`src/rtl/pipe_pkg.sv`:
```
// Shared definitions for pipeline boundary registers: per-boundary widths,
// decode->exm control field layout and the skid-stage occupancy states.
package pipe_pkg;

  localparam int DEC_EXM_CTRL_W = 23;
  localparam int DEC_EXM_DATA_W = 38;

  // decode->exm control layout, LSB first: alu_function, wb_selector, branch_selector, flags
  localparam int ALU_FN_LSB  = 0;
  localparam int ALU_FN_W    = 3;
  localparam int WB_SEL_LSB  = ALU_FN_LSB + ALU_FN_W;
  localparam int WB_SEL_W    = 2;
  localparam int BR_SEL_LSB  = WB_SEL_LSB + WB_SEL_W;
  localparam int BR_SEL_W    = 3;
  localparam int FLAGS_LSB   = BR_SEL_LSB + BR_SEL_W;
  localparam int FLAGS_N     = 15;
  localparam int DEC_EXM_CTRL_USED = FLAGS_LSB + FLAGS_N;

  typedef enum logic [1:0] {
    ST_EMPTY = 2'd0,
    ST_ONE   = 2'd1,
    ST_TWO   = 2'd2
  } slot_state_t;

  function automatic logic [DEC_EXM_CTRL_W-1:0] pack_dec_exm_ctrl(
    input logic [ALU_FN_W-1:0] alu_function,
    input logic [WB_SEL_W-1:0] wb_selector,
    input logic [BR_SEL_W-1:0] branch_selector,
    input logic [FLAGS_N-1:0]  flags
  );
    return {flags, branch_selector, wb_selector, alu_function};
  endfunction

endpackage

```
`src/rtl/pipe_slot.sv`:
```
// One pipeline holding slot: valid + control + data registers with load and clear.
// Priority is reset, then clear, then load; data survives clear unless clear_data is set.
module pipe_slot #(
  parameter int CTRL_W = 23,
  parameter int DATA_W = 38
) (
  input  logic              clk,
  input  logic              reset,
  input  logic              load,
  input  logic              clear,
  input  logic              clear_data,
  input  logic [CTRL_W-1:0] load_ctrl,
  input  logic [DATA_W-1:0] load_data,
  output logic              valid,
  output logic [CTRL_W-1:0] ctrl,
  output logic [DATA_W-1:0] data
);

  // slot register update
  always_ff @(posedge clk) begin
    if (reset) begin
      valid <= 1'b0;
      ctrl  <= '0;
      data  <= '0;
    end else if (clear) begin
      valid <= 1'b0;
      ctrl  <= '0;
      if (clear_data) begin
        data <= '0;
      end else begin
        data <= data;
      end
    end else if (load) begin
      valid <= 1'b1;
      ctrl  <= load_ctrl;
      data  <= load_data;
    end else begin
      valid <= valid;
      ctrl  <= ctrl;
      data  <= data;
    end
  end

endmodule

```
`src/rtl/pipe_skid_stage.sv`:
```
// Valid/ready pipeline register with a 2-entry skid buffer and flush-to-bubble.
// Upstream ready comes straight from the skid valid register, so it never depends on i_ready.
module pipe_skid_stage
  import pipe_pkg::*;
#(
  parameter int CTRL_W          = DEC_EXM_CTRL_W,
  parameter int DATA_W          = DEC_EXM_DATA_W,
  parameter int FLUSH_ZERO_DATA = 1
) (
  input  logic              i_clk,
  input  logic              i_reset,
  input  logic              i_valid,
  output logic              o_ready,
  input  logic [CTRL_W-1:0] i_ctrl,
  input  logic [DATA_W-1:0] i_data,
  input  logic              i_flush,
  output logic              o_valid,
  input  logic              i_ready,
  output logic [CTRL_W-1:0] o_ctrl,
  output logic [DATA_W-1:0] o_data,
  output logic              o_full
);

  slot_state_t state;
  slot_state_t state_next;

  logic              in_fire;
  logic              out_fire;
  logic              main_load;
  logic              main_from_skid;
  logic              main_clear;
  logic              skid_load;
  logic              skid_clear;
  logic              clear_data;
  logic              main_valid;
  logic              skid_valid;
  logic [CTRL_W-1:0] main_ctrl;
  logic [DATA_W-1:0] main_data;
  logic [CTRL_W-1:0] skid_ctrl;
  logic [DATA_W-1:0] skid_data;
  logic [CTRL_W-1:0] main_in_ctrl;
  logic [DATA_W-1:0] main_in_data;

  assign o_ready  = ~skid_valid & ~i_reset;
  assign o_valid  = main_valid;
  assign o_full   = skid_valid;
  assign o_ctrl   = main_ctrl;
  assign o_data   = main_data;
  assign in_fire  = i_valid & o_ready;
  assign out_fire = main_valid & i_ready;

  assign main_in_ctrl = main_from_skid ? skid_ctrl : i_ctrl;
  assign main_in_data = main_from_skid ? skid_data : i_data;

  // occupancy state register
  always_ff @(posedge i_clk) begin
    if (i_reset) begin
      state <= ST_EMPTY;
    end else begin
      state <= state_next;
    end
  end

  // next-state and slot control; flush overrides every transfer
  always_comb begin
    state_next     = state;
    main_load      = 1'b0;
    main_from_skid = 1'b0;
    main_clear     = 1'b0;
    skid_load      = 1'b0;
    skid_clear     = 1'b0;
    clear_data     = 1'b0;
    if (i_flush) begin
      main_clear = 1'b1;
      skid_clear = 1'b1;
      clear_data = (FLUSH_ZERO_DATA != 0);
      state_next = ST_EMPTY;
    end else begin
      case (state)
        ST_EMPTY: begin
          if (in_fire) begin
            main_load  = 1'b1;
            state_next = ST_ONE;
          end else begin
            state_next = ST_EMPTY;
          end
        end
        ST_ONE: begin
          if (in_fire && out_fire) begin
            main_load  = 1'b1;
            state_next = ST_ONE;
          end else if (in_fire) begin
            // stall arrived after ready was already granted: park the entry
            skid_load  = 1'b1;
            state_next = ST_TWO;
          end else if (out_fire) begin
            main_clear = 1'b1;
            state_next = ST_EMPTY;
          end else begin
            state_next = ST_ONE;
          end
        end
        ST_TWO: begin
          if (out_fire) begin
            main_load      = 1'b1;
            main_from_skid = 1'b1;
            skid_clear     = 1'b1;
            state_next     = ST_ONE;
          end else begin
            state_next = ST_TWO;
          end
        end
        default: begin
          main_clear = 1'b1;
          skid_clear = 1'b1;
          clear_data = 1'b1;
          state_next = ST_EMPTY;
        end
      endcase
    end
  end

  pipe_slot #(.CTRL_W(CTRL_W), .DATA_W(DATA_W)) u_main (
    .clk        (i_clk),
    .reset      (i_reset),
    .load       (main_load),
    .clear      (main_clear),
    .clear_data (clear_data),
    .load_ctrl  (main_in_ctrl),
    .load_data  (main_in_data),
    .valid      (main_valid),
    .ctrl       (main_ctrl),
    .data       (main_data)
  );

  pipe_slot #(.CTRL_W(CTRL_W), .DATA_W(DATA_W)) u_skid (
    .clk        (i_clk),
    .reset      (i_reset),
    .load       (skid_load),
    .clear      (skid_clear),
    .clear_data (clear_data),
    .load_ctrl  (i_ctrl),
    .load_data  (i_data),
    .valid      (skid_valid),
    .ctrl       (skid_ctrl),
    .data       (skid_data)
  );

endmodule

```
`config.mk`:
```
export PLATFORM = sky130hd
export DESIGN_NAME = pipe_skid_stage
export DESIGN_NICKNAME = d
export VERILOG_FILES = /design/src/rtl/pipe_pkg.sv /design/src/rtl/pipe_slot.sv /design/src/rtl/pipe_skid_stage.sv
export SDC_FILE = /design/constraint.sdc
export NUM_CORES = 1
export LEC_CHECK = 0
export ABC_AREA = 0
export BUFFER_PORTS_ARGS = -buffer_cell sky130_fd_sc_hd__buf_2
export CORE_ASPECT_RATIO = 2
export CORE_MARGIN = 10
export CORE_UTILIZATION = 48
export CTS_CLUSTER_SIZE = 14
export DETAILED_ROUTE_END_ITERATION = 10
export GPL_ROUTABILITY_DRIVEN = 0
export HOLD_SLACK_MARGIN = 0.03
export PLACE_DENSITY_LB_ADDON = 0.15
export REMOVE_ABC_BUFFERS = 1
export SLEW_MARGIN = 10
export SYNTH_ARGS = -nofsm -noshare
export SYNTH_HDL_FRONTEND = slang
export SYNTH_SLANG_ARGS = --single-unit
```
`constraint.sdc`:
```
create_clock -name i_clk -period 2.2 [get_ports i_clk]
set_clock_uncertainty 0.2 [all_clocks]
set_input_delay 0.22 -clock i_clk [delete_from_list [all_inputs] [get_ports i_clk]]
set_output_delay 0.22 -clock i_clk [all_outputs]
set_load 0.005 [all_outputs]
```
; ---- After elaboration in Yosys (flattened, before gate mapping)
; Cells that the tools add are included.
[totals]
ff_bits = 126
inputBits = 66
output_inout_bits = 64
word_cells = 59
[op_classes]
eq_ne = 4
muxes = 31
bitwise = 5
reduce_logical = 12
[op_table]
columns = cell, count
row1 = 38-bit 2-to-1 mux, 6
row2 = 23-bit 2-to-1 mux, 1
row3 = 1-bit 2-to-1 mux, 17
row4 = 2-bit OR reduction, 5
row5 = 2-bit 2-to-1 mux, 3
row6 = 2-bit case mux with 3 select lines, 1
row7 = "2-bit by 1-bit != test with 1-bit output, second input constant", 2
row8 = 1-bit case mux with 2 select lines, 2
row9 = 2-bit AND reduction, 2
row10 = 2-bit nonzero test, 2
row11 = 1-bit AND, 3
row12 = 1-bit case mux with 3 select lines, 1
row13 = 3-bit OR reduction, 1
row14 = "2-bit by 1-bit equality test with 1-bit output, second input constant", 1
row15 = "2-bit equality test, second input constant", 1
row16 = 2-bit logical NOT, 1
row17 = 1-bit inverter, 2
row18 = 1-bit logical AND, 1

; ---- Longest topological paths before layout
[depth]
depth_word = 9
depth_mapped = 11
ltp_nobuf = 7

; ---- Hierarchy
; From an unflattened synthesis, not the netlist that was laid out.
[hier_totals]
hier_cells = 591
hier_area_um2 = 6124.6
[modules_own_cells]
columns = module, instances, cells_each, area_per_inst_um2, seq_area_each_um2
row1 = pipe_slot, 2, 249, 2424.8, 1241.2
row2 = pipe_skid_stage, 1, 93, 1275.0, 40.0

; ---- Worst setup path after synthesis
; No wires, ideal clock.
[synth_path]
path_type = in2reg
from = in i_reset
to = reg u_main.data[31]
setup_time_ns = 0.131
t_arrival_ns = 1.936
required_time_ns = 1.869
setup_slack_ns = -0.067
stages = 11
path_buffers = 4
cell_sequence = buf_2 or3b_1 buf_2 inv_1 ha_1 nand3b_1 o311a_1 buf_2 clkbuf_1 o2111ai_1 o31ai_1
[synth_between]
elab_chain_cells = 9
elab_cells_between_ends = 16
classes_between = eq/ne: 1 / mux: 9 / bitwise: 3 / reduce/logical: 3
[synth_rtl]
columns = element, line
row1 = "start, declared", pipe_skid_stage.sv:11  ; input logic i_reset,
row2 = 1-bit inverter, pipe_skid_stage.sv:44  ; assign o_ready = ~skid_valid & ~i_reset;
row3 = 1-bit AND, pipe_skid_stage.sv:44
row4 = 1-bit AND, pipe_skid_stage.sv:49  ; assign in_fire = i_valid & o_ready;
row5 = 1-bit 2-to-1 mux or 1-bit logical AND (tied branches), "pipe_skid_stage.sv:92, pipe_skid_stage.sv:89"
row6 = 1-bit 2-to-1 mux, pipe_skid_stage.sv:89  ; if (in_fire && out_fire) begin
row7 = 1-bit case mux with 2 select lines or 1-bit case mux with 3 select lines (tied branches), pipe_skid_stage.sv:79  ; case (state)
row8 = 1-bit 2-to-1 mux, pipe_skid_stage.sv:73  ; if (i_flush) begin
row9 = 2-bit by 1-bit != test with 1-bit output (no source line) or 2-bit nonzero test (tied branches), --
row10 = 2-bit AND reduction (no source line), --
row11 = "end signal, assigned", pipe_slot.sv:31  ; data <= data;
row12 = "end signal, assigned", pipe_slot.sv:36  ; data <= load_data;
row13 = "end signal, assigned", pipe_slot.sv:40  ; data <= data;
row14 = "end, declared", pipe_slot.sv:16  ; output logic [DATA_W-1:0] data
; Parallel ways exist; a longest one is shown, timed or not.
; A chain may end at the register's enable or synchronous reset.

; ---- Worst setup path after layout
[layout_path]
from = reg u_skid.valid
to = reg u_main.data[20]
[layout_between]
elab_chain_cells = 9
elab_cells_between_ends = 16
classes_between = eq/ne: 1 / mux: 9 / bitwise: 3 / reduce/logical: 3
[layout_rtl]
columns = element, line
row1 = "start, declared", pipe_slot.sv:14  ; output logic valid,
row2 = "start signal, assigned", pipe_slot.sv:38  ; valid <= valid;
row3 = 1-bit inverter (*), pipe_skid_stage.sv:44
row4 = 1-bit AND (*), pipe_skid_stage.sv:44
row5 = 1-bit AND (*), pipe_skid_stage.sv:49
row6 = 1-bit 2-to-1 mux or 1-bit logical AND (tied branches), "pipe_skid_stage.sv:92, pipe_skid_stage.sv:89"
row7 = 1-bit 2-to-1 mux, pipe_skid_stage.sv:89
row8 = 1-bit case mux with 2 select lines or 1-bit case mux with 3 select lines (tied branches), pipe_skid_stage.sv:79
row9 = 1-bit 2-to-1 mux, pipe_skid_stage.sv:73
row10 = 2-bit by 1-bit != test with 1-bit output (no source line) or 2-bit nonzero test (tied branches), --
row11 = 2-bit AND reduction (no source line), --
; Mark *: on every way between the ends. The rest lies on a longest branch, timed or not.

==> metrics.md <==
| Metric | Value |
|---|---|
| Outcome | `finished, violations left` |
| Failing checks | `negative setup slack` |
| Starting Density | `49.1%` |
| Dpl cells | `roughly 820` |
| Ys async rst share | `0%` |
| Slew HR | `about half` |
| Die Ht | `170 um` |
| Compound-Gate Fraction of Synth Area | `a little under a quarter` |
| Total wire length | `around 18 mm` |
| Top cells by count, synth | `126 x dfxtp_1, 88 x a21oi_1, 86 x nand2_1, 61 x mux2i_1, 51 x clkbuf_1` |
| Final Power | `slightly below 6000 uW` |
| Clock tree buffer depth | `2` |
| TritonRoute pass-1 iters | `4` |
| Ys flop type | `dfxtp_1` |
| Actual slew at the worst max-slew pin | `between 0.7 and 0.8 ns` |
| Share of cells above drive strength 1 | `32.3%` |
| Synth Area in Simple Gates | `~12%` |
| Final net count | `~850` |
| Finished Layout Cells | `roughly 930` |
| Fin. max-slew vios | `0` |
| DRC Markers | `0` |
| Fin crit share | `102%` |
| CTS tree | `built` |
| Syn avg cell area | `9.03 sq um` |
| Worst Path Arrival | `2.31 ns` |
| Synth area leader | `dfxtp_1` |
| Worst skew pair latency | `approximately 0.4 ns` |
| Number of flops mapped to enable cells by yosys | `0` |
| Synth Instances | `595` |
| FILL cells | `between 800 and 900` |
| Final core utilization | `between 70 and 80%` |
| Vias in the first global route | `~5,600` |
| Core ar. | `roughly 11,000 sq um` |
| Reg clk slew, reported paths | `0.06 ns` |
| Clock root cell | `clkbuf_16` |
| Final Hold Slack | `roughly 0.19 ns` |
| FMAX | `between 400 and 500 MHz` |
| Max IR drop VDD | `0.000561 V` |
| Sequential cell area fraction in the yosys report | `46.9%` |
| Final ANT Viol Nets | `0` |
| CP Capture Type | `register` |
| Pwr Density | `732 nW/um^2` |
| Area share of the largest cell type after synthesis | `a little under half` |
| CP Class | `reg2reg` |
| RSZ-0062 raised after global routing | `yes` |
| Final-report setup violation count | `11` |
| Leakage Power | `between 0.002 and 0.003 uW` |
| Mux contribution to synthesized area | `between 10% and 20%` |
| DR iter-0 viols | `327` |
| Count of state elements after synthesis | `between 100 and 150` |
| Most frequent cell after synthesis | `dfxtp_1` |
| Max-Cap Viols | `0` |
| Adder-cell share of the synthesized area | `less than 1%` |
| Critical path startpoint category | `register` |
| TritonCTS Buffers | `17` |
| Via density | `slightly below 6` |
| IO Pins | `130` |
| Level count of the clock H-tree | `4` |
| Layout area overhead | `50.0%` |
| Pin count of the biggest net entering global routing | `53` |
| Post-synth cell types | `28` |
| Full die area | `around 16,000 sq um` |
| YS warnings | `0` |
| CP Data Required Time | `between 2 and 2.5 ns` |
| Worst slack at placement | `-0.196 ns` |
| Cell Area, Synth | `~5400 sq um` |
| Port Buffers | `129` |
| WL per Instance | `~19 um` |
| Gr usage total | `about a fifth` |
| Post-DP HPWL | `between 10 and 15 mm` |
| Num rows | `54` |
| Critical path fanouts, max | `38` |
| Top cells by area, synth | `dfxtp_1 47%, mux2i_1 11%, a21oi_1 8.2%` |
| CTS sink cnt | `roughly 130` |
| Initial antenna violation count | `1` |
| Fin. Hold Viols | `0` |
| Die X-Extent | `between 90 and 100 um` |
| Largest family of logic cells by synthesized area | `compound AO/OA/AOI/OAI gates` |
| Post-synthesis xor/xnor area fraction | `0%` |
| DR vias | `about 5,400` |
| Total grt overflow | `0` |
| Worst setup margin | `-0.0347 ns` |
| First-pass GRT wire length | `between 20 and 30 mm` |
| Worst min path class | `in2reg` |
| Final worst path period need | `between 2 and 2.5 ns` |
path summary, 6_finish.rpt:
kind	startpoint	to	slack, ns	cells past startpoint
worst max-delay path	u_skid.valid$_SDFFE_PP0P_	u_main.data[20]$_SDFFE_PP0P_	-0.03	6
worst min-delay path	i_reset	u_skid.data[11]$_SDFFE_PP0P_	0.19	3
worst max register to register	u_skid.valid$_SDFFE_PP0P_	u_main.data[20]$_SDFFE_PP0P_	-0.03	6
worst min register to register	u_skid.ctrl[18]$_SDFFE_PP0P_	u_skid.ctrl[18]$_SDFFE_PP0P_	0.25	2
layout by cell type, fill, tap and decap left out, drive strengths merged, types with 3 or more instances in the layout:
cell,instances
a211oi,23
a21oi,88
buf,164
bufinv,4
clkbuf,21
clkinv,7
dfxtp,126
dlygate4sd3,62
ha,3
inv,5
mux2i,61
nand2,86
nand3,39
nor2,7
o2111ai,38
o31ai,39
report_power, final:
group | internal [uW] | switching [uW]
clock network | 1900 | 1040
logic | 283 | 315
registers | 2330 | 30.9
worst max-delay path: stages (launching register included):
cell	delay, ns
dfxtp_2	0.32
or3b_4	0.45
buf_4	0.16
o311a_4	0.32
buf_6	0.22
o2111ai_2	0.29
o31ai_4	0.11
cell type report:
type                       instances  area (sq um)  share of cell area, %
clock inverter                    14           191                   2.38
multi-input combinational        400          2980                   37.0
inverter                           3          13.8                  0.171
tap                              140           175                   2.17
antenna                            1          2.50                 0.0310
clock buffer                      18           429                   5.32
timing repair buffer             229          1740                   21.6
sequential                       126          2520                   31.3
metrics by stage:
stage	instance area, sq um	setup TNS, ns
after floorplan	5090	-371.28
after global placement	6250	-4.13
after detailed placement	6250	-8.32
after CTS	7580	0
after global routing	8060	-1.92
final	8060	-0.169
flip-flops by register name, indices dropped and copies added, names as in the netlist:
register	cells
state	2
u_main.ctrl	23
u_main.data	38
u_main.valid	1
u_skid.ctrl	23
u_skid.data	38
u_skid.valid	1
what timing repair did:
item | 4_1_cts | 5_1_grt
pin swaps | 3 | 17
setup buffers | 4 | 3
endpoints found under the hold margin | 123 | 0
cloned | 1 | 4
hold buffers | 62 | 0
setup endpoints to repair | 62 | 62
resized for setup | 7 | 63
cell families (layout without fill, tap and decap cells):
kind of cell / Yosys count / count (layout)
multiplexers: 61 / 61
buffers and inverters: 70 / 264
adder cells (fa/ha/maj): 3 / 3
AND/OR/NAND/NOR: 142 / 142
flip-flops: 126 / 126
AO/OA/AOI/OAI: 193 / 194
other: 0 / 1
per-layer routing:
layer | GRT usage (%) | part of all wire [%] | up-vias
met4 | 8.84 | 2.1 | 0
met3 | 4.79 | 4.9 | 30
met1 | 21.3 | 37 | 2662
li1 | - | - | 2569
met2 | 39.0 | 56 | 161
met5 | 0 | 0 | -
Note: power is estimated with default switching activity, not from simulation.
